File: config.mk
export PLATFORM = sky130hd
export DESIGN_NAME = freq_gate_ctrl
export DESIGN_NICKNAME = d
export VERILOG_FILES = /design/src/rtl/freq_gate_ctrl.sv
export SDC_FILE = /design/constraint.sdc
export NUM_CORES = 1
export LEC_CHECK = 0
export ABC_CLOCK_PERIOD_IN_PS = 4700
export CORE_MARGIN = 2
export CORE_UTILIZATION = 35
export DETAILED_ROUTE_END_ITERATION = 10
export DONT_BUFFER_PORTS = 1
export SKIP_LAST_GASP = 1
export SLEW_MARGIN = 15
export SYNTH_ARGS = -nofsm -noshare
export SYNTH_HDL_FRONTEND = slang
export SYNTH_SLANG_ARGS = --single-unit
File: constraint.sdc
create_clock -name CLK -period 4.7 [get_ports CLK]
set_input_delay 1.175 -clock CLK [delete_from_list [all_inputs] [get_ports CLK]]
set_output_delay 1.175 -clock CLK [all_outputs]
set_load 0.02 [all_outputs]
File: src/rtl/freq_gate_ctrl.sv
// Gate-window controller for the frequency meter: clears and enables the BCD
// event counter, waits for it to freeze, then captures its count.
module freq_gate_ctrl #(
  parameter int GATE_CYCLES   = 50000000,
  parameter int CLR_CYCLES    = 16,
  parameter int SETTLE_CYCLES = 4,
  parameter int TMR_W         = 26
) (
  input  logic        CLK,
  input  logic        RST,
  input  logic        RUN,
  input  logic [23:0] Q_IN,
  output logic        ENA,
  output logic        CLR,
  output logic [23:0] RESULT,
  output logic        VALID,
  output logic        DIGIT_ERR,
  output logic        BUSY,
  output logic [2:0]  state_dbg_o
);

  typedef enum logic [2:0] {
    S_IDLE   = 3'd0,
    S_CLEAR  = 3'd1,
    S_GATE   = 3'd2,
    S_SETTLE = 3'd3,
    S_LOAD   = 3'd4
  } state_t;

  localparam logic [TMR_W-1:0] CLR_LAST    = TMR_W'(CLR_CYCLES - 1);
  localparam logic [TMR_W-1:0] GATE_LAST   = TMR_W'(GATE_CYCLES - 1);
  localparam logic [TMR_W-1:0] SETTLE_LAST = TMR_W'(SETTLE_CYCLES - 1);

  state_t            state_q, state_d;
  logic [TMR_W-1:0]  tmr_q, tmr_d;
  logic              ena_q, ena_d;
  logic              clr_q, clr_d;
  logic              busy_q, busy_d;
  logic              valid_q, valid_d;
  logic [23:0]       result_q, result_d;
  logic              derr_q, derr_d;
  logic              capture;

  function automatic logic has_bad_digit(input logic [23:0] v);
    logic bad;
    bad = 1'b0;
    for (int i = 0; i < 6; i++) begin
      if (v[4*i +: 4] > 4'd9) bad = 1'b1;
    end
    return bad;
  endfunction

  always_comb begin
    state_d = state_q;
    tmr_d   = tmr_q + TMR_W'(1);
    capture = 1'b0;
    case (state_q)
      S_IDLE: begin
        tmr_d = '0;
        if (RUN) state_d = S_CLEAR;
      end
      S_CLEAR: begin
        if (tmr_q == CLR_LAST) begin
          state_d = S_GATE;
          tmr_d   = '0;
        end
      end
      S_GATE: begin
        if (tmr_q == GATE_LAST) begin
          state_d = S_SETTLE;
          tmr_d   = '0;
        end
      end
      S_SETTLE: begin
        if (tmr_q == SETTLE_LAST) begin
          state_d = S_LOAD;
          tmr_d   = '0;
        end
      end
      S_LOAD: begin
        tmr_d   = '0;
        capture = 1'b1;
        state_d = RUN ? S_CLEAR : S_IDLE;
      end
      default: begin
        state_d = S_IDLE;
        tmr_d   = '0;
      end
    endcase
  end

  // Outputs are registered from the next state so they line up with state_q
  // while staying free of any input-to-output combinational path.
  always_comb begin
    ena_d    = (state_d == S_GATE);
    clr_d    = (state_d == S_IDLE) || (state_d == S_CLEAR) || (state_d == S_LOAD);
    busy_d   = (state_d != S_IDLE);
    valid_d  = capture;
    result_d = capture ? Q_IN : result_q;
    derr_d   = capture ? has_bad_digit(Q_IN) : derr_q;
  end

  always_ff @(posedge CLK or posedge RST) begin
    if (RST) begin
      state_q  <= S_IDLE;
      tmr_q    <= '0;
      ena_q    <= 1'b0;
      clr_q    <= 1'b1;
      busy_q   <= 1'b0;
      valid_q  <= 1'b0;
      result_q <= '0;
      derr_q   <= 1'b0;
    end else begin
      state_q  <= state_d;
      tmr_q    <= tmr_d;
      ena_q    <= ena_d;
      clr_q    <= clr_d;
      busy_q   <= busy_d;
      valid_q  <= valid_d;
      result_q <= result_d;
      derr_q   <= derr_d;
    end
  end

  assign ENA         = ena_q;
  assign CLR         = clr_q;
  assign BUSY        = busy_q;
  assign VALID       = valid_q;
  assign RESULT      = result_q;
  assign DIGIT_ERR   = derr_q;
  assign state_dbg_o = state_q;

endmodule

==> flow_metrics.py <==
metrics = {
    "timing": {
        "finalSetupViolations": 0,
        "finalSetupTns_ps": 0,
        "max_freq_ghz": 0.4459,
        "rsz0062_at_grt": "no",
        "fin_skew_ps": 7.845,
        "fin_crit_sh": 0.4772,
        "relSlewSlack": 0.5119,
        "tightest_slew_ps": 732.1,
        "setup_slack_ps": 2457,
        "hold_viol_final": 0,
        "fin_crit_ps": 2243,
        "drv_slew": 0,
    },
    "critical_path": {
        "path_cells": "nor4_2, nand4_1, o311a_1, o21ai_4, nor2_1",
        "cp-end-kind": "flop",
        "timing.rr.start": "tmr_q[7]",
        "start_kind": "flop",
        "cp_top_family": "compound AO/OA/AOI/OAI gates",
        "crit_path_start": "tmr_q[7]",
        "path_max_fanout": 26,
        "crit_type": "reg2reg",
        "worstPathArrival_ps": 2430,
        "max_stage_delay_ps": 550,
        "cp.depth": 5,
        "endpoint": "tmr_q[12]",
        "cp_slowest_cell": "o21ai_4",
        "cp.required_ps": 4890,
        "r2r_end": "tmr_q[12]",
        "r2r_slack_ps": 2460,
        "r2r_cells": 5,
        "path_buf_inv": 0,
    },
    "placement": {
        "place_ws_ps": 2444,
        "gp_congestion": 0.8074,
        "dp_hpwl_um": 3542,
        "placed_cells": 323,
        "numPortBuffers": 0,
    },
    "route": {
        "antenna_left": 0,
        "viasPerCell": 5.171,
        "vias": 1753,
        "dr.first_iter.drc_count": 121,
        "routedWlPerCell_um": 14.89,
        "dr.pass1.iters": 4,
        "drc": 0,
        "totalWireLength_um": 5049,
    },
    "logic_synthesis": {
        "ys_warn_count": 0,
        "synth_top_area_cell": "dfrtp_1",
        "synth_nets": 257,
        "synth_most_common_cell": "dfrtp_1",
        "synth_edf_count": 0,
        "yosys_register_bits": 58,
        "synthArstFlopShare": 1.000,
        "synth_commonest_cells": "dfrtp_1 (57), nor2_1 (30), mux2_2 (24), xor2_1 (13), nand2_1 (11)",
        "synth_cell_types": 35,
        "yosys.area.top_type_share": 0.5385,
        "ys_seq_area_frac": 0.5484,
        "syn_area_per_cell_sq_um": 11.62,
        "syn_inst": 228,
        "synth.top_cells.by_area": "dfrtp_1 (54%), mux2_2 (10%), xor2_1 (4.3%)",
        "synth_ff_type": "dfrtp_1",
        "synth_area_sq_um": 2649,
    },
    "layout": {
        "fin_util": 0.4008,
        "seq_area_sq_um": 1453,
        "fin_cells": 339,
        "drive_gt1_frac": 0.2083,
        "fin_nets": 265,
        "n_fill_cell": 732,
        "insertedDiodeCount": 0,
        "area_growth_pct": 10.34,
        "multi_input_area_sq_um": 1135,
    },
    "clock_network": {
        "postCtsHoldBufs": 0,
        "cts_resized": 0,
        "clockBufferDepth": 2,
        "clk_latency_ps": 330,
        "clock-root-buffer": "clkbuf_8",
        "htreeDepth": 3,
        "postCtsSetupBuffers": 0,
        "cts.sinks": 58,
        "cts_inserted_buffers": 9,
        "tritoncts": "built",
        "clkSlewWorstSetupHoldPaths_ps": 60,
    },
    "global_routing": {
        "grt_start_max_net_pins": 59,
        "overflow": 0,
        "antenna_found_initial": 0,
        "grt_pass1_vias": 1828,
        "track_usage": 0.1283,
        "grt_pass1_wl_um": 8397,
    },
    "power": {
        "power.leakage_nw": 1.369,
        "ir_drop_v": 0.00008979,
        "power_mw": 0.8850,
        "power_density_nw_per_um2": 302.8,
    },
    "hold_path": {
        "min-delay-path-class": "reg2reg",
        "hp-start": "tmr_q[0]",
        "hold_depth": 1,
    },
    "floorplan": {
        "pin_count": 59,
        "start_util": 0.3632,
        "die_w_um": 91.00,
        "dieArea_sq_um": 8280,
        "chipHeight_um": 91.00,
        "core_area_sq_um": 7292,
        "row_count": 31,
    },
    "flow_run": {
        "drv_cap": 0,
    },
    "status": {
        "status": "complete, no violations",
    },
}
[worst min-delay path by stage]
stage | endpoint
floorplan | tmr_q[0]
global placement | tmr_q[0]
detailed placement | tmr_q[0]
CTS | tmr_q[0]
global route | tmr_q[0]
finish | tmr_q[0]
[where the power goes]
group	leakage [nW]	total [mW]	internal, mW	switching, mW
combinational	0.512	0.0127	0.00192	0.0108
clock	0.0806	0.373	0.184	0.189
sequential	0.777	0.499	0.499	0
total	1.37	0.885	0.685	0.200
[logic make-up after synthesis]
logic type,count (synthesis),synth area share
simple gates,89,0.1918
mux,24,0.1020
buf+inv,13,0.02551
fa+ha+maj,2,0.009446
compound gates,21,0.05338
flops,58,0.5484
xor+xnor,21,0.06944
[final cells by class]
class / count / area share
timing repair buffer: 2 / 0.007705
tap: 99 / 0.04238
clock inverter: 6 / 0.01199
clock buffer: 9 / 0.04238
inverter: 8 / 0.01027
multi-input combinational: 157 / 0.3883
sequential: 58 / 0.4970
[routing by layer]
layer	part of all wire	global-route usage	up-vias
met4	0.015	0.04798	0
met5	0	0	-
met1	0.46	0.1509	844
li1	-	-	824
met3	0.088	0.05809	9
met2	0.44	0.2062	76
[placed cells by master, fill, tap and decap left out, drive strengths merged, types with 9 or more instances in the layout]
| master | Yosys | routed |
|---|---|---|
| xor2 | 13 | 13 |
| mux2 | 24 | 24 |
| dfrtp | 57 | 57 |
| nor2 | 30 | 30 |
| nand4 | 11 | 11 |
| nand3 | 11 | 11 |
| o21ai | 10 | 10 |
| clkbuf | 0 | 9 |
| nand2 | 11 | 11 |
[through the flow]
| stage | instance area, sq um | hold WS [ps] |
|---|---|---|
| global placement | 2749 | 495.5 |
| floorplan | 2649 | 474.0 |
| detailed placement | 2749 | 513.3 |
| CTS | 2908 | 521.2 |
| global route | 2923 | 553.4 |
| finish | 2923 | 516.3 |
[worst register-to-register path, stage by stage, from the launching register on]
cell     delay, ps
dfrtp_1        460
nor4_2         360
nand4_1        170
o311a_1        420
o21ai_4        550
nor2_1         140
[registers in the layout, indices dropped and copies added, names as in the netlist]
signal	flops
DIGIT_ERR	1
RESULT	24
ENA	1
VALID	1
tmr_q	26
BUSY	1
CLR	1
state_dbg_o	3
(Power assumes the default switching activity.)
